<file path="config.mk">
export PLATFORM = sky130hd
export DESIGN_NAME = traffic_phase_scheduler
export DESIGN_NICKNAME = d
export VERILOG_FILES = /design/src/rtl/traffic_phase_scheduler.sv
export SDC_FILE = /design/constraint.sdc
export NUM_CORES = 1
export LEC_CHECK = 0
export ABC_AREA = 1
export BUFFER_PORTS_ARGS = -buffer_cell sky130_fd_sc_hd__buf_2
export CORE_MARGIN = 2
export CORE_UTILIZATION = 50
export DETAILED_ROUTE_END_ITERATION = 10
export GPL_ROUTABILITY_DRIVEN = 0
export PLACE_DENSITY = 0.81
export SLEW_MARGIN = 20
export SYNTH_ARGS = -nofsm -noshare
export SYNTH_HDL_FRONTEND = slang
export SYNTH_SLANG_ARGS = --single-unit
export TNS_END_PERCENT = 30
</file>
<file path="constraint.sdc">
create_clock -name clock -period 7.3 [get_ports clock]
set_clock_uncertainty 0.1 [all_clocks]
set_input_delay 1.46 -clock clock [delete_from_list [all_inputs] [get_ports clock]]
set_output_delay 1.46 -clock clock [all_outputs]
set_load 0.01 [all_outputs]
</file>
<file path="src/rtl/traffic_phase_scheduler.sv">
// traffic_phase_scheduler
// Time-based green-phase scheduler for a four-road intersection (roads A-D).
// The road with the highest sensor density wins green; ties rotate through a
// round-robin pointer. Emergency requests preempt the normal cycle. Every green
// runs through yellow and all-red clearance before the next green is given.
//
// Ports:
//   clock          rising-edge clock
//   clear          synchronous active-high reset, overrides every other input
//   tick           timebase enable; phase timers advance only when high
//   dens_a..dens_d 3-bit sensor groups {x3,x2,x1}; density level = popcount
//   emerg          emergency requests, bit0 = A .. bit3 = D
//   lights         registered light vector; per road red=100 yellow=010
//                  green=001; A [11:9], B [8:6], C [5:3], D [2:0]
//   grant          one-hot road owning the phase (0 in IDLE/ARB/ALLRED)
//   phase          0 IDLE, 1 ARB, 2 GREEN, 3 YELLOW, 4 ALLRED, 5 PREEMPT
//   emerg_active   high while in PREEMPT
module traffic_phase_scheduler #(
    parameter int CNT_W      = 5,
    parameter int MIN_GREEN  = 4,
    parameter int GREEN_UNIT = 4,
    parameter int MAX_GREEN  = 12,
    parameter int YELLOW_T   = 2,
    parameter int ALLRED_T   = 1
) (
    input  logic        clock,
    input  logic        clear,
    input  logic        tick,
    input  logic [2:0]  dens_a,
    input  logic [2:0]  dens_b,
    input  logic [2:0]  dens_c,
    input  logic [2:0]  dens_d,
    input  logic [3:0]  emerg,
    output logic [11:0] lights,
    output logic [3:0]  grant,
    output logic [2:0]  phase,
    output logic        emerg_active
);

    localparam logic [2:0] PH_IDLE    = 3'd0;
    localparam logic [2:0] PH_ARB     = 3'd1;
    localparam logic [2:0] PH_GREEN   = 3'd2;
    localparam logic [2:0] PH_YELLOW  = 3'd3;
    localparam logic [2:0] PH_ALLRED  = 3'd4;
    localparam logic [2:0] PH_PREEMPT = 3'd5;

    localparam logic [11:0]      ALL_RED = 12'b100100100100;
    localparam logic [CNT_W-1:0] C_ZERO  = {CNT_W{1'b0}};
    localparam logic [CNT_W-1:0] C_ONE   = CNT_W'(1);
    localparam logic [CNT_W-1:0] C_SAT   = {CNT_W{1'b1}};
    localparam logic [CNT_W-1:0] C_MING  = CNT_W'(MIN_GREEN);
    localparam logic [CNT_W-1:0] C_YEL   = CNT_W'(YELLOW_T);
    localparam logic [CNT_W-1:0] C_ALR   = CNT_W'(ALLRED_T);

    function automatic logic [1:0] popcount3(input logic [2:0] d);
        return {1'b0, d[0]} + {1'b0, d[1]} + {1'b0, d[2]};
    endfunction

    // Lowest-index set bit; callers only use it when at least one bit is set.
    function automatic logic [1:0] lowest_set(input logic [3:0] v);
        if (v[0])      return 2'd0;
        else if (v[1]) return 2'd1;
        else if (v[2]) return 2'd2;
        else           return 2'd3;
    endfunction

    function automatic logic [3:0] onehot4(input logic [1:0] road);
        return 4'b0001 << road;
    endfunction

    function automatic logic [CNT_W-1:0] green_time(input logic [1:0] lvl);
        int g;
        g = MIN_GREEN + GREEN_UNIT * (int'(lvl) - 1);
        if (g > MAX_GREEN) g = MAX_GREEN;
        else               g = g;
        return CNT_W'(g);
    endfunction

    // Light vector with one road showing the given lamp and the rest red.
    function automatic logic [11:0] road_lamp(input logic [1:0] road, input logic [2:0] lamp);
        case (road)
            2'd0:    return {lamp, 9'b100100100};
            2'd1:    return {3'b100, lamp, 6'b100100};
            2'd2:    return {6'b100100, lamp, 3'b100};
            default: return {9'b100100100, lamp};
        endcase
    endfunction

    logic [2:0]       r_phase;
    logic [CNT_W-1:0] r_timer;
    logic [CNT_W-1:0] r_elapsed;
    logic [1:0]       r_road;
    logic [1:0]       r_ptr;
    logic [11:0]      r_lights;
    logic [3:0]       r_grant;
    logic             r_emerg_active;

    logic [2:0]       w_phase_nxt;
    logic [CNT_W-1:0] w_timer_nxt;
    logic [CNT_W-1:0] w_elapsed_nxt;
    logic [1:0]       w_road_nxt;
    logic [1:0]       w_ptr_nxt;
    logic [11:0]      w_lights_nxt;
    logic [3:0]       w_grant_nxt;
    logic             w_emerg_nxt;

    logic [1:0]       w_lvl [4];
    logic [1:0]       w_max_lvl;
    logic [1:0]       w_winner;
    logic [1:0]       w_idx;
    logic             w_found;
    logic             w_any_dens;
    logic             w_any_emerg;
    logic [1:0]       w_emerg_road;
    logic             w_own_emerg;
    logic             w_other_emerg;
    logic             w_timer_exp;

    assign w_lvl[0]      = popcount3(dens_a);
    assign w_lvl[1]      = popcount3(dens_b);
    assign w_lvl[2]      = popcount3(dens_c);
    assign w_lvl[3]      = popcount3(dens_d);
    assign w_any_dens    = (w_max_lvl != 2'd0);
    assign w_any_emerg   = |emerg;
    assign w_emerg_road  = lowest_set(emerg);
    assign w_own_emerg   = emerg[r_road];
    assign w_other_emerg = |(emerg & ~onehot4(r_road));
    // Treat a zero timer as expired so a corrupted count cannot stall a phase.
    assign w_timer_exp   = (r_timer <= C_ONE);

    assign lights       = r_lights;
    assign grant        = r_grant;
    assign phase        = r_phase;
    assign emerg_active = r_emerg_active;

    // Arbitration: highest density level, ties broken searching from the pointer.
    always_comb begin
        w_max_lvl = 2'd0;
        for (int i = 0; i < 4; i++) begin
            if (w_lvl[i] > w_max_lvl) w_max_lvl = w_lvl[i];
            else                      w_max_lvl = w_max_lvl;
        end
        w_winner = r_ptr;
        w_found  = 1'b0;
        w_idx    = r_ptr;
        for (int i = 0; i < 4; i++) begin
            w_idx = r_ptr + 2'(i);
            if (!w_found && (w_lvl[w_idx] == w_max_lvl)) begin
                w_winner = w_idx;
                w_found  = 1'b1;
            end else begin
                w_found  = w_found;
            end
        end
    end

    // State register, including the registered outputs of the state being entered.
    always_ff @(posedge clock) begin
        if (clear) begin
            r_phase        <= PH_IDLE;
            r_timer        <= C_ZERO;
            r_elapsed      <= C_ZERO;
            r_road         <= 2'd0;
            r_ptr          <= 2'd0;
            r_lights       <= ALL_RED;
            r_grant        <= 4'b0000;
            r_emerg_active <= 1'b0;
        end else begin
            r_phase        <= w_phase_nxt;
            r_timer        <= w_timer_nxt;
            r_elapsed      <= w_elapsed_nxt;
            r_road         <= w_road_nxt;
            r_ptr          <= w_ptr_nxt;
            r_lights       <= w_lights_nxt;
            r_grant        <= w_grant_nxt;
            r_emerg_active <= w_emerg_nxt;
        end
    end

    // Next-state and timer logic.
    always_comb begin
        w_phase_nxt   = r_phase;
        w_timer_nxt   = r_timer;
        w_elapsed_nxt = r_elapsed;
        w_road_nxt    = r_road;
        w_ptr_nxt     = r_ptr;
        case (r_phase)
            PH_IDLE: begin
                w_timer_nxt = C_ZERO;
                if (w_any_emerg) begin
                    w_phase_nxt = PH_PREEMPT;
                    w_road_nxt  = w_emerg_road;
                end else if (w_any_dens) begin
                    w_phase_nxt = PH_ARB;
                end else begin
                    w_phase_nxt = PH_IDLE;
                end
            end
            PH_ARB: begin
                if (w_any_dens) begin
                    w_phase_nxt   = PH_GREEN;
                    w_road_nxt    = w_winner;
                    w_ptr_nxt     = w_winner + 2'd1;
                    w_timer_nxt   = green_time(w_max_lvl);
                    w_elapsed_nxt = C_ZERO;
                end else begin
                    w_phase_nxt   = PH_IDLE;
                    w_timer_nxt   = C_ZERO;
                end
            end
            PH_GREEN: begin
                // Own emergency first (straight to PREEMPT, lamp stays green),
                // then foreign emergency or an empty approach past minimum green.
                if (w_own_emerg) begin
                    w_phase_nxt = PH_PREEMPT;
                end else if (w_other_emerg ||
                             ((w_lvl[r_road] == 2'd0) && (r_elapsed >= C_MING))) begin
                    w_phase_nxt = PH_YELLOW;
                    w_timer_nxt = C_YEL;
                end else if (tick) begin
                    if (r_elapsed != C_SAT) w_elapsed_nxt = r_elapsed + C_ONE;
                    else                    w_elapsed_nxt = r_elapsed;
                    if (w_timer_exp) begin
                        w_phase_nxt = PH_YELLOW;
                        w_timer_nxt = C_YEL;
                    end else begin
                        w_timer_nxt = r_timer - C_ONE;
                    end
                end else begin
                    w_phase_nxt = PH_GREEN;
                end
            end
            PH_YELLOW: begin
                if (tick && w_timer_exp) begin
                    w_phase_nxt = PH_ALLRED;
                    w_timer_nxt = C_ALR;
                end else if (tick) begin
                    w_timer_nxt = r_timer - C_ONE;
                end else begin
                    w_phase_nxt = PH_YELLOW;
                end
            end
            PH_ALLRED: begin
                if (tick && w_timer_exp) begin
                    w_timer_nxt = C_ZERO;
                    if (w_any_emerg) begin
                        w_phase_nxt = PH_PREEMPT;
                        w_road_nxt  = w_emerg_road;
                    end else if (w_any_dens) begin
                        w_phase_nxt = PH_ARB;
                    end else begin
                        w_phase_nxt = PH_IDLE;
                    end
                end else if (tick) begin
                    w_timer_nxt = r_timer - C_ONE;
                end else begin
                    w_phase_nxt = PH_ALLRED;
                end
            end
            PH_PREEMPT: begin
                // Only the preempting road's own request matters here.
                if (!w_own_emerg) begin
                    w_phase_nxt = PH_YELLOW;
                    w_timer_nxt = C_YEL;
                end else begin
                    w_phase_nxt = PH_PREEMPT;
                end
            end
            default: begin
                w_phase_nxt = PH_IDLE;
                w_timer_nxt = C_ZERO;
            end
        endcase
    end

    // Output decode of the state being entered, registered with the state.
    always_comb begin
        w_lights_nxt = ALL_RED;
        w_grant_nxt  = 4'b0000;
        w_emerg_nxt  = 1'b0;
        case (w_phase_nxt)
            PH_GREEN: begin
                w_lights_nxt = road_lamp(w_road_nxt, 3'b001);
                w_grant_nxt  = onehot4(w_road_nxt);
            end
            PH_PREEMPT: begin
                w_lights_nxt = road_lamp(w_road_nxt, 3'b001);
                w_grant_nxt  = onehot4(w_road_nxt);
                w_emerg_nxt  = 1'b1;
            end
            PH_YELLOW: begin
                w_lights_nxt = road_lamp(w_road_nxt, 3'b010);
                w_grant_nxt  = onehot4(w_road_nxt);
            end
            default: begin
                w_lights_nxt = ALL_RED;
            end
        endcase
    end

endmodule

</file>
-- After elaboration in Yosys (flattened, before gate mapping)
Cells that the tools add are included.
- bits of input ports: 19
- output and inout bits: 20
- flip-flop bits (word level): 34
- magnitude comparators: 13
- equal/unequal tests: 22
- bitwise operators: 8
- mux-type cells: 68
- shifts and indexed selects: 2
- add/subtract/negate cells: 16
- reductions and logical operators: 22
- operators by type and width (kind ; count):
    two-way mux 5 bit ; 15
    one-hot mux 12 bit (3 select lines) ; 2
    two-way mux 2 bit ; 23
    two-way mux 3 bit ; 10
    one-hot mux 5 bit (5 select lines) ; 1
    one-hot mux 12 bit (2 select lines) ; 1
    binary-select mux 2 bit (select 2 bit) ; 5
    one-hot mux 3 bit (6 select lines) ; 1
    greater-or-equal comparator 3 bit (second input constant) ; 5
    NOT 2 -> 3 bit ; 5
    equality test 3 x 2 -> 1 bit (second input constant) ; 4
    inequality test 2 bit (second input constant) ; 6
    one-hot mux 5 bit (2 select lines) ; 1
    equality test 3 bit (second input constant) ; 3
    adder 1 x 1 -> 2 bit ; 4
    adder 2 x 1 -> 2 bit ; 4
    equality test 2 bit ; 4
    OR reduction 4 bit ; 2
    left shift 1 x 2 -> 4 bit (first input constant) ; 2
    two-way mux 1 bit ; 7
    adder 4 x 5 -> 6 bit (first input constant) ; 1
    greater-than comparator 2 bit ; 3
    greater-than comparator 6 x 5 -> 1 bit (second input constant) ; 1
    one-hot mux 2 bit (3 select lines) ; 1
    other kinds (29) ; 40

-- Longest topological paths before layout
Gate-level depths: netlist of run 1.
- word-level depth: 26
- mapped depth: 32
- gate-level depth less buffers: 32

-- Worst setup path after synthesis of run 1
OpenSTA, ideal clock, no wires.
- path type: input-to-reg
- start point: input dens_b[0]
- end point: register r_lights[11], in the netlist lights[11]
- required time: 7086 ps
- cell stages on the path: 28
- buffers on the path: 0
- data arrival time: 5022 ps
- slack: 2064 ps
- cells stage by stage: fa_1 > inv_1 > ha_1 > nand2_1 > nand2_1 > nand2_1 > nand2_1 > ha_1 > o21bai_1 > nand2_1 > nand3_1 > nand2_1 > ha_1 > inv_1 > o21ai_0 > nand3_1 > nand2_1 > nor2_1 > nor2_4 > inv_1 > nand3_1 > nand2_1 > inv_1 > nand2_1 > nand2_1 > nand4_4 > nor2_1 > inv_1
- word-level cells in the longest chain between the ends: 24
- elaborated cells between the ends (all ways): 62
- ends and longest elaborated chain (element ; RTL line ; text):
    start, declared ; 30 ; input logic [2:0] dens_b,
    adder 1 x 1 -> 2 bit * ; 56 ; return {1'b0, d[0]} + {1'b0, d[1]} + {1'b0, d[2]};
    adder 2 x 1 -> 2 bit * ; 56 ;
    greater-than comparator 2 bit ; 140 ; if (w_lvl[i] > w_max_lvl) w_max_lvl = w_lvl[i];
    two-way mux 2 bit ; 140 ;
    greater-than comparator 2 bit ; 140 ;
    two-way mux 2 bit ; 140 ;
    greater-than comparator 2 bit ; 140 ;
    two-way mux 2 bit ; 140 ;
    [... 8 more ...] ; n/a ;
    logical NOT 1 bit ; 148 ; if (!w_found && (w_lvl[w_idx] == w_max_lvl)) begin
    logical AND 1 bit ; 148 ;
    two-way mux 2 bit ; 148 ;
    two-way mux 2 bit ; 200 ; if (w_any_dens) begin
    one-hot mux 2 bit (3 select lines) ; 187 ; case (r_phase)
    equality test 2 bit, or another cell as far along ; 81 ; case (road)
    one-hot mux 12 bit (3 select lines) ; 81 ;
    one-hot mux 12 bit (2 select lines) * ; 281 ; case (w_phase_nxt)
    end signal, assigned ; 174 ; r_lights <= w_lights_nxt;
    end, declared ; 94 ; logic [11:0] r_lights;
Mark *: on every way between the ends. The rest lies on a longest branch, timed or not. The select of a mux whose other input is x is not followed.
A chain may end at the register's enable or synchronous reset.

-- Final worst setup path of run 1
- start point: input dens_b[0]
- end point: register r_grant[0], in the netlist grant[0]
- word-level cells in the longest chain between the ends: 22
- elaborated cells between the ends (all ways): 59
- ends and longest elaborated chain (element ; RTL line ; text):
    adder 1 x 1 -> 2 bit * ; 56 ;
    adder 2 x 1 -> 2 bit * ; 56 ;
    greater-than comparator 2 bit ; 140 ;
    two-way mux 2 bit ; 140 ;
    greater-than comparator 2 bit ; 140 ;
    two-way mux 2 bit ; 140 ;
    greater-than comparator 2 bit ; 140 ;
    two-way mux 2 bit ; 140 ;
    [... 6 more ...] ; n/a ;
    logical AND 1 bit ; 148 ;
    two-way mux 1 bit ; 148 ;
    logical NOT 1 bit ; 148 ;
    logical AND 1 bit ; 148 ;
    two-way mux 2 bit ; 148 ;
    two-way mux 2 bit ; 200 ;
    one-hot mux 2 bit (3 select lines) ; 187 ;
    left shift 1 x 2 -> 4 bit ; 68 ; return 4'b0001 << road;
    end signal, assigned ; 175 ; r_grant <= w_grant_nxt;
    end, declared ; 95 ; logic [3:0] r_grant;
Marks and branches as above.

==> results.md, run 1 <==
- FFs w/ async S/R, synth: 0%
- Pleak: 0.001428 uW
- Max cap viols: 0
- Fmax: 177.3 MHz
- Worst-path clk slew: 0.07 ns
- # nets final: 460
- Avg Cell Area, Syn: 6.639 um2
- Worst hold path class: reg2reg
- Setup TNS: 0 ns
- R2R cell count: 14
- Initial antenna violation count: 0
- Io pins: 39
- RSZ-0062 raised after global routing: no
- Final Hold Fails: 0
- WHS Path Cells: 2
- Final Non-Filler Cells: 490
- Clock Latency Late Sink: 0.29 ns
- CP endpoint kind: flop
- Main combinational cell family by area after synthesis: simple AND/OR/NAND/NOR gates
- Post-synthesis sequential area ratio: 26.84%
- Synth Area in Adders: 10.06%
- H-tree depth: 2
- CP Data Arrival Time: 5.71 ns
- Std cell rows: 25
- GR Overflow Total: 0
- Layout cell share with drive strength beyond 1: 14.42%
- Yosys cell types: 42
- Layout area overhead: 13.12%
- Maximum clock insertion buffer count: 2
- N_diodes: 0
- Core ar.: 4817 um2
- Vias per Instance: 5.420
- Hold_sp: r_elapsed[4]
- Most used DFF post-synth: dfxtp_1
- Final antenna-violating net count: 0
- Crit-path max FO: 6
- Total wire length: 6330 um
- Tightest Pin Transition: 0.8700 ns
- CP bufs+invs: 4
- EDFF count, synth: 0
- Fin crit period: 5.640 ns
- WHS Endpoint: r_elapsed[4]
- Clock Sinks: 34
- Clk root buf: clkbuf_8
- Hpwl dp: 5028 um
- Mux cell area share after synthesis: 0%
- DRT iter0 DRCs: 159
- Worst VDD drop: 0.2584 mV
- Post-CTS sizing: 0
- Largest net degree at the start of global routing: 20
- Xor/xnor share of the synthesized area: 2.023%
- CTS Hold Bufs: 0
- Synth Cell Area: 2536 um2
- Critical path's most frequent cell: nand2_1
- Final Cycle Share: 77.27%
- Reg2reg end: lights[11]
- Crit path max-delay family: simple AND/OR/NAND/NOR gates
- Number of global-route vias before repair: 2,487
- CP Class: in2reg
- Crit-path slowest cell: fa_1
- CTS tree: yes
- All-Layer GR Usage: 24.25%
- Total CTS buffers: 5
- PD cells: 388.4 nW/um2
- Setup-failing EPs final: 0
- Simple-gate share of the synthesized area: 34.29%
- Pre-antenna DRT Iters: 5
- R2r setup slk: 4.42 ns
- Worst path max stage delay: 0.61 ns
- Placed cell count: 483
- Slew headroom: 41.55%
- Wire length of the first global-routing pass: 10,650 um
- R2R Path Start: r_ptr[0]
- Remaining DRCs: 0
- Startpoint Class: primary input
- Die W: 75.22 um
- Vias: 2,656
- Die Ht: 75.22 um
- Register bit count reported by yosys: 34
- I/O Buffers: 38
- Cells after Synth: 382
- Outcome: complete, no violations
- Slew Viols, Final: 0
- CP required: 7.37 ns
- Wire per inst: 12.92 um
- Initial Utilization: 52.65%
- Post-synthesis compound-gate area fraction: 16.43%
- Die area: 5658 um2
- Post-CTS setup buffers: 0
- Synth warn: 0
- Syn Nets: 419
## cells in the final DEF, fill, tap and decap left out, drive strengths merged
cell	n
o221ai	3
a32oi	1
nand4	5
a21oi	22
or2	1
o21ai	27
a22oi	1
a31oi	2
fa	4
xor2	5
a221oi	1
nand3	40
nor3	12
o311ai	1
nor4	1
dfxtp	34
clkbuf	5
nand2	88
o22ai	3
nor3b	1
nor2	36
buf	38
a21o	1
nand3b	2
ha	14
o21bai	3
a211o	1
inv	64
clkinv	2
a211oi	2
o211ai	3
## cell usage after synthesis (all sizes together), types with 3 or more instances
master / number / share of area [%]
a21oi: 22 / 4.3
dfxtp: 34 / 27
fa: 4 / 3.2
ha: 14 / 6.9
inv: 64 / 9.6
nand2: 88 / 13
nand3: 40 / 9.6
nand4: 5 / 1.8
nor2: 36 / 5.7
nor3: 12 / 2.4
o211ai: 3 / 0.89
o21ai: 27 / 5.5
o21bai: 3 / 0.89
o221ai: 3 / 1.0
o22ai: 3 / 0.74
xor2: 5 / 2.0
## worst register-to-register path, stage by stage, from the launching register on
cell and delay, ns:
dfxtp_1 0.74, inv_1 0.19, o21ai_0 0.29, nand2_1 0.09, o21ai_0 0.11, xor2_1 0.16, nand3_1 0.20, nand3_1 0.16
nand2_1 0.06, nand2_1 0.07, nand3_2 0.09, nand3_2 0.15, nand4_4 0.13, nor2_1 0.19, inv_1 0.05
## layout make-up
type,count,area [um2]
Fill cell,477,1948
Multi-Input combinational cell,280,1593
Sequential cell,34,680.7
Inverter,64,242.7
Timing Repair Buffer,38,190.2
Tap cell,67,83.83
Clock buffer,5,68.82
Clock inverter,2,10.01
## sequential cells by signal (all words and copies together), names as in the netlist
name          cells
lights           12
r_elapsed         5
r_timer           5
grant             4
phase             3
r_ptr             2
r_road            2
emerg_active      1
## layer usage
layer / track usage, % / routed length [um] / up-vias
met5: 0 / 0 / -
met4: 9.162 / 103 / 0
met3: 4.150 / 241 / 14
met1: 29.80 / 2820 / 1225
li1: - / - / 1342
met2: 42.40 / 3165 / 75
## power breakdown
part / total (uW) / internal, uW / switching, uW
Clock: 131 / 63.9 / 66.6
Combinational: 704 / 232 / 472
Sequential: 280 / 231 / 48.9
Total: 1110 / 526 / 588
## through the flow
stage	total power [uW]	area [um2]	util [%]	hold slack (ns)	setup WS, ns
after floorplan	814.2	2536	-	0.3525	2.064
after global placement	949.0	2790	57.92	0.3649	1.638
after detailed placement	970.0	2790	57.92	0.3819	1.425
after CTS	1109	2869	59.56	0.3915	1.693
after global routing	1226	2869	59.56	0.4148	1.149
final	1114	2869	59.56	0.3918	1.660
## worst max-delay path by stage
stage	startpoint	endpoint	slack [ns]	depth (start not counted)
floorplan	dens_b[0]	lights[11]	2.06	28
global placement	dens_b[0]	lights[9]	1.64	27
detailed placement	dens_b[0]	lights[7]	1.43	27
CTS	dens_b[0]	lights[7]	1.69	27
global route	dens_b[0]	lights[9]	1.15	27
finish	dens_b[0]	grant[0]	1.66	27
## cell families after synthesis
group	after synthesis
fa+ha+maj	18
flops	34
compound gates	71
buf+inv	68
simple gates	186
xor+xnor	5
Note: power is estimated with default switching activity, not from simulation.
==> run 2: changes to the inputs <==
- PLACE_DENSITY: 0.81 -> 0.83
- clock period: 7.3 -> 4.9 ns (I/O delays scaled with it)
==> results.md, run 2 (synthesis gave the netlist of run 1 again) <==
- Clock Latency Late Sink: 0.29 ns (about the same)
- Initial Utilization: 52.65% (unchanged)
- Remaining DRCs: 0 (unchanged)
- Core Util, Final: 67.56% (+8.0 points)
- Vias per Instance: 5.462 (+0.77%)
- Clock power frac: 15.4% (+3.7 points)
- Number of global-route vias before repair: 2,484 (-0.12%)
- Worst path max stage delay: 0.57 ns (-0.04 ns)
- Io pins: 39 (unchanged)
- Final Non-Filler Cells: 515 (+5.1%)
- R2R cell count: 14 (unchanged)
- Slew headroom: 37.05% (-4.5 points)
- CP bufs+invs: 7 (+3)
- All-Layer GR Usage: 24.97% (+0.71 points)
- CTS tree: yes
- # fillers: 383 (-20%)
- Die W: 75.22 um (unchanged)
- Worst hold path class: reg2reg
- Reg2reg end: lights[11]
- Total CTS buffers: 5 (unchanged)
- Maximum clock insertion buffer count: 2 (unchanged)
- Wire per inst: 13.80 um (+6.8%)
- I/O Buffers: 38 (unchanged)
- Die Ht: 75.22 um (unchanged)
- WHS Path Cells: 2 (unchanged)
- Final Cycle Share: 95.60%
- Clock Sinks: 34 (unchanged)
- FF/Latch Area: 680.7 um2 (unchanged)
- Layout cell share with drive strength beyond 1: 25.67% (+11 points)
- Critical path depth: 32 (+19%)
- Pre-antenna DRT Iters: 7 (+2)
- Crit-path max FO: 6 (unchanged)
- Crit path max-delay family: simple AND/OR/NAND/NOR gates
- Power share of the sequential group: 20.4% (-4.7 points)
- PD cells: 630.5 nW/um2 (+62%)
- Vias: 2,813 (+5.9%)
- Clk root buf: clkbuf_8
- Slew Viols, Final: 0 (unchanged)
- Core ar.: 4817 um2 (unchanged)
- H-tree depth: 2 (unchanged)
- Internal: 1027 uW (+95%)
- Sw Pwr: 1025 uW (+74%)
- Final antenna-violating net count: 0 (unchanged)
- Most frequent cells in the layout: nand2_1, inv_1, buf_2, dfxtp_1
- Max cap viols: 0 (unchanged)
- N_diodes: 0 (unchanged)
- Std cell rows: 25 (unchanged)
- Largest register FFs: 12 (unchanged)
- R2R Path Start: r_ptr[0]
- Initial antenna violation count: 0 (unchanged)
- Hpwl dp: 5029 um (about the same)
- Placed cell count: 505 (+4.6%)
- Switching Fraction: 49.95% (-2.8 points)
- Crit-path slowest cell: fa_1
- Setup-failing EPs final: 0 (unchanged)
- Wire length of the first global-routing pass: 10,980 um (+3.2%)
- Startpoint Class: primary input
- Worst VDD drop: 0.4185 mV (+62%)
- CP Capture Point: lights[11]
- Comb pwr share: 64.2% (+1.0 points)
- Crit path from: dens_b[2]
- Outcome: complete, no violations
- Worst-path clk slew: 0.07 ns (about the same)
- Tightest Pin Transition: 0.9370 ns (+0.06699 ns)
- # nets final: 484 (+5.2%)
- Fmax: 213.5 MHz
- CP Class: in2reg
- Commonest non-fill, non-tap cell in the layout: nand2_1
- CP required: 4.99 ns (-2.38 ns)
- Largest net degree at the start of global routing: 20 (unchanged)
- R2r setup slk: 1.98 ns (-2.44 ns)
- Total wire length: 7106 um (+12%)
- Die area: 5658 um2 (unchanged)
- Fin crit period: 4.685 ns
- Critical path's most frequent cell: nand2_1
- CP Data Arrival Time: 4.77 ns (-0.94 ns)
- Layout area overhead: 28.32%
- CTS Hold Bufs: 0 (unchanged)
- Final Hold Fails: 0 (unchanged)
- Footprint of the multi-input gates: 1737 um2 (+9.0%)
- DRT iter0 DRCs: 207 (+30%)
- GR Overflow Total: 0 (unchanged)
- Pleak: 0.001587 uW (+11%)
- CP endpoint kind: flop
## run 2: cell types whose count changed in the layout (fill, tap and decap cells not counted), moves of 4 or more
cell | before | now
buf_4 | 0 | 24
nand2_1 | 86 | 76
nand2_2 | 1 | 9
nand3_1 | 33 | 27
nand3_4 | 1 | 5
nor2_1 | 34 | 27
nor2_2 | 1 | 7
## run 2: worst min-delay path by stage
stage / start / to / slack [ns]
finish: r_timer[4] / r_timer[4] / 0.40
global route: r_timer[4] / r_timer[4] / 0.42
CTS: r_timer[4] / r_timer[4] / 0.40
detailed placement: r_elapsed[2] / r_elapsed[2] / 0.39
global placement: r_elapsed[4] / r_elapsed[4] / 0.38
floorplan: r_elapsed[2] / r_elapsed[2] / 0.35
## run 2: area by class of cell
cell class	instances	share of cell area, %
Inverter	64	7.536
Multi-Input combinational cell	280	53.36
Timing Repair Buffer	62	11.38
Sequential cell	34	20.92
Clock inverter	3	2.115
Clock buffer	5	2.115
Tap cell	67	2.576
## run 2: worst reg2reg max path: stages (launching register included)
cell and delay [ns]:
dfxtp_1 0.77, xor2_2 0.38, nor2_1 0.10, a21oi_1 0.24
nand3_2 0.12, nand3_1 0.15, nand2_1 0.10, nor2_2 0.16
nand2_1 0.11, nand3_2 0.15, nand2_2 0.08, nand2_4 0.15
inv_6 0.06, nor2_2 0.11, inv_1 0.04
## run 2: per-stage QoR
stage | hold WS, ns | setup WS [ns] | TNS [ns] | total power, uW | cell area, um2
5_1_grt | 0.4221 | -0.1294 | -0.9713 | 2212 | 3254
3_5_place_dp | 0.3867 | -0.3530 | -5.290 | 1545 | 2955
3_3_place_gp | 0.3756 | -0.1718 | -1.397 | 1514 | 2955
2_1_floorplan | 0.3525 | 0.1439 | 0 | 1213 | 2536
4_1_cts | 0.4029 | 0.01392 | 0 | 1879 | 3093
6_report | 0.4007 | 0.2155 | 0 | 2052 | 3254
## run 2: timing repair
| item | in CTS | in global routing |
|---|---|---|
| pin swaps | 0 | 20 |
| endpoints found under the setup margin | 9 | 28 |
| gates resized for setup | 1 | 37 |
| setup buffers | 0 | 2 |
## run 2: power by group through the flow
stage	Combinational, uW	Sequential (uW)	Clock (uW)
after CTS	1150	415	317
final	1320	419	316
after global placement	1100	417	0
after global routing	1460	426	328
after floorplan	805	408	0
after detailed placement	1120	421	0
## run 2: routing by layer
metal	vias to the layer above	track usage (%)	routed length (um)
li1	1392	-	-
met1	1300	31.58	3021
met2	95	42.30	3525
met3	26	4.953	371
met4	0	8.967	187
met5	-	0	0
==> run 3: changes to the inputs <==
- CORE_ASPECT_RATIO: default -> 0.7
- PLACE_DENSITY: 0.83 -> 0.81
- clock period: 4.9 -> 5 ns (I/O delays scaled with it)
==> results.md, run 3 (synthesis gave the netlist of run 1 again) <==
- Commonest non-fill, non-tap cell in the layout: nand2_1
- Final Cycle Share: 95.50%
- Number of global-route vias before repair: 2,544 (+2.4%)
- Total CTS buffers: 5 (unchanged)
- GR Overflow Total: 0 (unchanged)
- CP required: 5.12 ns (+0.13 ns)
- PD cells: 616.2 nW/um2 (-2.3%)
- CTS Hold Bufs: 0 (unchanged)
- Wire per inst: 13.26 um (-3.9%)
- Fmax: 209.4 MHz
- I/O Buffers: 38 (unchanged)
- DRT iter0 DRCs: 253 (+22%)
- Fin crit period: 4.775 ns
- Io pins: 39 (unchanged)
- Worst VDD drop: 0.3825 mV (-8.6%)
- All-Layer GR Usage: 25.50% (+0.54 points)
- N_diodes: 0 (unchanged)
- CP Class: in2reg
- Wire length of the first global-routing pass: 11,410 um (+3.8%)
- Max cap viols: 0 (unchanged)
- Remaining DRCs: 0 (unchanged)
- CP Data Arrival Time: 4.89 ns (+0.12 ns)
- Total wire length: 6801 um (-4.3%)
- Final Non-Filler Cells: 513 (-0.39%)
- Clock Latency Late Sink: 0.30 ns (about the same)
- Worst path max stage delay: 0.55 ns (-0.02 ns)
- Core ar.: 4835 um2 (+0.36%)
- Slew Viols, Final: 0 (unchanged)
- Layout cell share with drive strength beyond 1: 21.85% (-3.8 points)
- Die area: 5667 um2 (+0.16%)
- Final antenna-violating net count: 0 (unchanged)
- Clk root buf: clkbuf_8
- Hold_sp: r_elapsed[4]
- Critical path's most frequent cell: nand2_1
- # nets final: 480 (-0.83%)
- Cell area after layout: 3152 um2 (-3.2%)
- Startpoint Class: primary input
- Clock Sinks: 34 (unchanged)
- Setup TNS: 0 ns (unchanged)
- Most frequent cells in the layout: nand2_1, inv_1, buf_2, dfxtp_1, nor2_1
- Die W: 89.13 um (+18%)
- Worst hold path class: reg2reg
- # fillers: 433 (+13%)
- Maximum clock insertion buffer count: 2 (unchanged)
- Initial antenna violation count: 0 (unchanged)
- CP endpoint kind: flop
- H-tree depth: 2 (unchanged)
- Largest register FFs: 12 (unchanged)
- Initial Utilization: 52.46% (-0.19 points)
- Final Hold Fails: 0 (unchanged)
- Largest net degree at the start of global routing: 20 (unchanged)
- Tightest Pin Transition: 0.8646 ns (-0.07238 ns)
- Die Ht: 63.59 um (-15%)
- Layout area overhead: 24.27%
- Crit-path max FO: 5 (-1)
- Outcome: complete, no violations
- Placed cell count: 504 (-0.20%)
- Std cell rows: 21 (-16%)
- R2R Path Start: r_ptr[0]
- Vias per Instance: 5.407 (-1.0%)
- Area after detailed placement: 2935 um2 (-0.68%)
- Pre-antenna DRT Iters: 5 (-2)
- Crit-path slowest cell: fa_1
- Final Power: 1942 uW (-5.3%)
- Setup-failing EPs final: 0 (unchanged)
- Crit path from: dens_b[0]
- Pleak: 0.001560 uW (-1.7%)
- Worst-path clk slew: 0.07 ns (about the same)
- Slew headroom: 41.92% (+4.9 points)
- CTS tree: yes
- Vias: 2,774 (-1.4%)
- Hpwl dp: 5193 um (+3.3%)
## run 3: report_power, final
| group | switching, uW | internal [uW] |
|---|---|---|
| sequential | 70.0 | 337 |
| clock | 111 | 200 |
| combinational | 771 | 453 |
## run 3: timing repair
action / in CTS / in global routing
setup endpoints to repair: 8 / 23
resized for setup: 1 / 17
buffers inserted: 0 / 1
pin swaps: 0 / 8
## run 3: final cells by class
cell class	instances	area (um2)	area share (%)
Clock buffer	5	68.82	2.183
Clock inverter	3	68.82	2.183
Sequential cell	34	680.7	21.60
Inverter	64	242.7	7.701
Multi-Input combinational cell	280	1664	52.80
Timing Repair Buffer	58	340.3	10.80
Tap cell	69	86.33	2.739
## run 3: metrics by stage
| step | utilization (%) | worst slack [ns] | hold WS, ns |
|---|---|---|---|
| final | 65.19 | 0.2250 | 0.4014 |
| after global routing | 65.19 | -0.1184 | 0.4403 |
| after CTS | 63.56 | 0.07053 | 0.4038 |
| after detailed placement | 60.71 | -0.3178 | 0.3878 |
| after global placement | 60.71 | -0.07497 | 0.3789 |
| after floorplan | - | 0.2239 | 0.3525 |
## run 3: critical path, delay by kind of cell
| family | cells | cell delay (ns) |
|---|---|---|
| AOI/OAI and AO/OA | 2 | 0.34 |
| adders and majority gates | 4 | 1.28 |
| and+or+nand+nor | 18 | 1.79 |
| buffers and inverters | 5 | 0.46 |
## run 3: worst paths after layout
check / to / slack, ns / cells past startpoint
setup reg to reg: lights[6] / 2.15 / 15
hold / removal: r_elapsed[4] / 0.40 / 2
hold reg to reg: r_elapsed[4] / 0.40 / 2
setup / recovery: lights[6] / 0.22 / 29
## run 3: metal layers
metal / up-vias / wire length [um] / GRT usage [%]
met2: 111 / 3048 / 38.15
li1: 1380 / - / -
met1: 1267 / 3077 / 36.16
met5: - / 0 / 0
met4: 0 / 102 / 6.716
met3: 16 / 573 / 6.815
